**src/rtl/axis_unpack.sv**
```systemverilog
// AXI-Stream width down-converter: one wide word out as Ratio narrow beats.
// Optional packet-last passthrough enabled by AXIS_UNPACK_LAST_EN.
module axis_unpack #(
  parameter int unsigned DataWidth = 16,
  parameter int unsigned Ratio     = 4,
  parameter bit          MsbFirst  = 1'b0
) (
  input  logic                       clk_i,
  input  logic                       rst_ni,
  input  logic [Ratio*DataWidth-1:0] s_data_i,
  input  logic                       s_valid_i,
  output logic                       s_ready_o,
  input  logic                       m_ready_i,
  output logic                       m_valid_o,
  output logic [DataWidth-1:0]       m_data_o
`ifdef AXIS_UNPACK_LAST_EN
  ,
  input  logic                       s_last_i,
  output logic                       m_last_o
`endif
);

  localparam int unsigned IdxW = (Ratio > 1) ? $clog2(Ratio) : 1;
  localparam logic [IdxW-1:0] LastIdx = IdxW'(Ratio - 1);

  typedef enum logic {Empty, Busy} state_e;

  state_e                     state_q;
  logic [IdxW-1:0]            idx_q;
  logic [IdxW-1:0]            idx_d;
  logic [IdxW-1:0]            sel;
  logic [Ratio*DataWidth-1:0] word_q;
  logic                       last_beat;
  logic                       s_fire;
  logic                       m_fire;

  assign last_beat = (idx_q == LastIdx);
  assign m_valid_o = (state_q == Busy);
  assign s_ready_o = (state_q == Empty) | (last_beat & m_ready_i);
  assign s_fire    = s_valid_i & s_ready_o;
  assign m_fire    = m_valid_o & m_ready_i;
  assign idx_d     = idx_q + 1'b1;

  always_ff @(posedge clk_i) begin
    if (!rst_ni) begin
      state_q <= Empty;
      idx_q   <= '0;
    end else begin
      unique case (state_q)
        Empty: begin
          if (s_fire) begin
            state_q <= Busy;
            idx_q   <= '0;
          end
        end
        Busy: begin
          if (m_fire) begin
            if (last_beat) begin
              idx_q   <= '0;
              state_q <= s_fire ? Busy : Empty;
            end else begin
              idx_q <= idx_d;
            end
          end
        end
        default: begin
          state_q <= Empty;
          idx_q   <= '0;
        end
      endcase
    end
  end

  // Payload needs no reset: it is only observed while m_valid_o is high.
  always_ff @(posedge clk_i) begin
    if (s_fire) word_q <= s_data_i;
  end

  assign sel      = MsbFirst ? (LastIdx - idx_q) : idx_q;
  assign m_data_o = word_q[sel*DataWidth +: DataWidth];

`ifdef AXIS_UNPACK_LAST_EN
  logic last_q;

  always_ff @(posedge clk_i) begin
    if (s_fire) last_q <= s_last_i;
  end

  assign m_last_o = last_q & last_beat & m_valid_o;
`endif

endmodule

```
**config.mk**
```make
export PLATFORM = sky130hd
export DESIGN_NAME = axis_unpack
export DESIGN_NICKNAME = d
export VERILOG_FILES = /design/src/rtl/axis_unpack.sv
export SDC_FILE = /design/constraint.sdc
export NUM_CORES = 1
export LEC_CHECK = 0
export ABC_AREA = 1
export CAP_MARGIN = 10
export CORE_ASPECT_RATIO = 0.8
export CORE_MARGIN = 3
export CORE_UTILIZATION = 35
export CTS_BUF_LIST = sky130_fd_sc_hd__clkbuf_16
export DETAILED_ROUTE_END_ITERATION = 10
export GPL_TIMING_DRIVEN = 0
export SLEW_MARGIN = 20
export SYNTH_ARGS = -nofsm -noshare
export SYNTH_HDL_FRONTEND = slang
export SYNTH_SLANG_ARGS = --single-unit
```
**constraint.sdc**
```tcl
create_clock -name clk_i -period 12.4 [get_ports clk_i]
set_clock_uncertainty 0.05 [all_clocks]
set_input_delay 1.24 -clock clk_i [delete_from_list [all_inputs] [get_ports clk_i]]
set_output_delay 1.24 -clock clk_i [all_outputs]
set_load 0.02 [all_outputs]
```
======== After elaboration in Yosys (flattened, before gate mapping) ========
Index checks and enable logic that the tools add are counted.
cells by class
  $add $sub $neg .......................... 1
  equal/unequal tests ..................... 3
  shifts and indexed selects .............. 1
  mux-type cells .......................... 8
  bitwise logic cells ..................... 5
  reduce and logical (&&, ||, !) cells .... 1
operators with widths
  operator                                       count
  variable part select 64 x 7 -> 16 bit          1
  2-to-1 mux 2 bit                               3
  one-hot mux 2 bit (2 select lines)             1
  AND 1 bit                                      3
  2-to-1 mux 1 bit                               3
  adder 2 x 1 -> 2 bit, second input constant    1
  equality test 2 bit, second input constant     1
  != test 2 x 1 -> 1 bit, second input constant  1
  != test 2 bit, second input constant           1
  one-hot mux 1 bit (2 select lines)             1
  AND reduction 2 bit                            1
  inverter 1 bit                                 1
  bitwise OR 1 bit                               1
word-level totals
  register bits ........................... 67
  input port bits ......................... 68
  output and inout port bits .............. 18
  logic and storage cells ................. 22

======== Depth between registers and ports, before layout ========
  depth in word-level cells ............... 8
  gate-level depth with buffers ........... 6
  mapped depth without buffers ............ 6

======== Worst setup path after synthesis ========
OpenSTA, ideal clock, no wires.
  kind .................................... input to register
  start point ............................. input m_ready_i
  end point ............................... register word_q[0] (enable)
  setup time .............................. 0.507 ns
  data arrival time ....................... 4.415 ns
  required time ........................... 11.843 ns
  setup slack ............................. 7.428 ns
  cell stages on the path ................. 2
  buffers on the path ..................... 0
  cells stage by stage .................... nand2_1 -> a21oi_1
on the way
  longest elaborated chain between the ends .. 3
ends and longest elaborated chain
  element               line  text
  start, declared       13    input logic m_ready_i,
  AND 1 bit             39    assign s_ready_o = (state_q == Empty) | (last_beat & m_ready_i);
  bitwise OR 1 bit      39
  AND 1 bit             40    assign s_fire = s_valid_i & s_ready_o;
  via s_fire            34    logic s_fire;
  end signal, assigned  76    if (s_fire) word_q <= s_data_i;
  end, declared         32    logic [Ratio*DataWidth-1:0] word_q;
The timed path passes the listed nets, and every way through them passes these cells.
A chain may end at the register's enable or synchronous reset.

======== Worst setup path after layout ========
  start point ............................. input m_ready_i
  end point ............................... output s_ready_o
on the way
  longest elaborated chain between the ends .. 2
ends and longest elaborated chain
  element           line  text
  AND 1 bit         39
  bitwise OR 1 bit  39
  end, declared     12    output logic s_ready_o,
Every way passes these cells.

==> results.yml <==
finish:
  nets: 378
  syn2layout_area_growth_pct: 49.4
  fillers: 660
  final_common_cell: "clkdlybuf4s50_1"
  layout_common_cells: "clkdlybuf4s50_1, edfxtp_1, nand2_1"
  postLayoutCellArea_mm2: 0.00405
  drive_gt1_share_pct: 8.63
  diodes: 0
timing:
  fmaxAchievable_ghz: 0.259
  min_period_ps: 3870
  hold_viol: 0
  worstMarginPinSlew_ps: 455
  slew_viol_final: 0
  rsz0062_at_grt: "false"
  setup-tns-final_ps: 0
  setup_viol: 0
  slew_headroom_pct: 69.6
  timing.hold.ws_ps: 543
  finalCritPeriodShare_pct: 31.2
worst_setup_path:
  cp_slowest_stage_delay_ps: 600
  cp_slowest_cell: "clkdlybuf4s50_1"
  critPathKind: "primary input to output port"
  cp.required_ps: 11110
  path_max_fanout: 4
  cp-start-kind: "primary input"
  cp.arrival_ps: 2580
  worstPathBufferInverterCount: 2
  cpLargestDelayFamily: "buffers and inverters"
  crit_path_end_kind: "output port"
  crit_chain: "clkdlybuf4s50_1 > nand2_1 > nand2_1 > clkdlybuf4s50_1"
route:
  drc_errors: 0
  vias: 1830
  drt-total-wl_um: 5800
  via_per_inst: 4.38
  avgRoutedWirePerCell_um: 13.9
  firstDrtPassIters: 4
  ant_nets: 0
  drt_iter0_markers: 53
global_route:
  grt_max_degree: 24
  grt_pass1_vias: 1769
  gr-total-overflow: 0
  grt_pass1_wl_um: 9140
  antenna_found_initial: 0
  track_usage_pct: 13.8
clocking:
  htreeDepth: 3
  ctsHoldBuffers: 0
  numCtsBuffers: 9
  cts-resized-gates: 0
  clk_pin_slew_ps: 50
  clkSinkCount: 67
  clock_latency_ps: 310
  clock_path_buffers: 2
  cts-root-buf: "clkbuf_16"
  post_cts.repair.setup_buffers: 0
  cts_tree: "built"
floorplanning:
  ioPinCount: 86
  placementRows: 28
  coreArea_mm2: 0.00746
  dieArea_mm2: 0.00884
  initial_core_util_pct: 36.3
  die_h_um: 84.7
  dieWidth_um: 104
power:
  finalPower_mw: 0.572
  p_leak_nw: 1.62
  power_density_mw_per_mm2: 141
  irDropWorstVdd_v: 0.0000794
synthesis:
  synth_async_sr_flop_share_pct: 0
  ys_warn_count: 0
  synth_edf_count: 64
  synth-seq-area-share_pct: 73.2
  synthFlopType: "edfxtp_1"
  syn-mean-instance-area_um2: 12.9
  syn_nets: 279
  ys_types: 13
  synth_area_mm2: 0.00271
  synthCells: 210
  ys_ff_latch: 67
placed_design:
  gp_congestion: 0.754
  port_buffers: 85
  hpwl_um: 4160
  post_dp_cell_area_mm2: 0.00377
status:
  status: "complete, no violations"
job:
  maxCapViolations: 0
hold_path:
  hold_path.class: "register to register"
[power by group]
part | leakage [nW] | internal [mW] | total [mW] | switching, mW
sequential | 0.634 | 0.263 | 0.267 | 0.00343
combinational | 0.846 | 0.0402 | 0.0728 | 0.0326
clock | 0.143 | 0.151 | 0.233 | 0.0823
total | 1.62 | 0.454 | 0.572 | 0.118
[routing by layer]
| layer | track usage, % | share of wire, % |
|---|---|---|
| met1 | 17.8 | 45 |
| met2 | 21.6 | 49 |
| met3 | 5.53 | 6.1 |
| met4 | 3.99 | 0.66 |
| met5 | 0 | 0 |
[kinds of logic after synthesis]
logic type | count (synthesis) | synth area share [%]
buf+inv | 48 | 8.59
fa+ha+maj | 1 | 0.462
compound gates | 36 | 9.61
simple gates | 58 | 8.18
flops | 67 | 73.2
[worst paths after layout]
| check | start | end | slack [ps] | cells past startpoint |
|---|---|---|---|---|
| min reg2reg | m_valid_o$_SDFF_PN0_ | idx_q[1]$_SDFFE_PN0P_ | 540 | 2 |
| max | m_ready_i | s_ready_o | 8530 | 4 |
| max reg2reg | idx_q[0]$_SDFFE_PN0P_ | word_q[19]$_DFFE_PP_ | 10590 | 5 |
| min | m_valid_o$_SDFF_PN0_ | idx_q[1]$_SDFFE_PN0P_ | 540 | 2 |
[flip-flops by register name (all words and copies together), names as in the netlist]
name	flops
idx_q	2
m_valid_o	1
word_q	64
[worst min-delay path, delay by kind of cell (launching register included)]
kind / cells / cell delay [ps]
AND/OR/NAND/NOR: 1 / 100
flip-flops: 1 / 380
AO/OA/AOI/OAI: 1 / 70
[synthesized netlist by cell type (2+ instances only)]
cell      instances  area (um^2)
inv_1            36          135
edfxtp_1         64         1920
buf_6             6         67.6
nand2_1          54          203
dfxtp_1           3         60.1
inv_2             2         7.51
o211ai_1         32          240
a21oi_1           4         20.0
nand3_1           3         15.0
buf_2             3         15.0
[through the flow]
step / utilization [%] / setup WS [ps] / std cells
finish: 54.2 / 8530 / 418
global route: 54.2 / 8480 / 418
CTS: 54.2 / 8530 / 418
detailed placement: 50.6 / 8530 / 403
global placement: 49.5 / 5560 / 400
floorplan: - / 7430 / 210
[final cells by class]
cell class / instances / area, um^2 / area share (%)
repair buffers: 88 / 921 / 22.8
well taps: 105 / 131 / 3.25
clock inverters: 6 / 50.0 / 1.24
plain buffers: 10 / 90.1 / 2.23
clock buffers: 9 / 225 / 5.56
flip-flops and latches: 67 / 1980 / 49.0
multi-input cells: 95 / 505 / 12.5
inverters: 38 / 143 / 3.52
No activity file was read; power rests on OpenSTA's default activity.
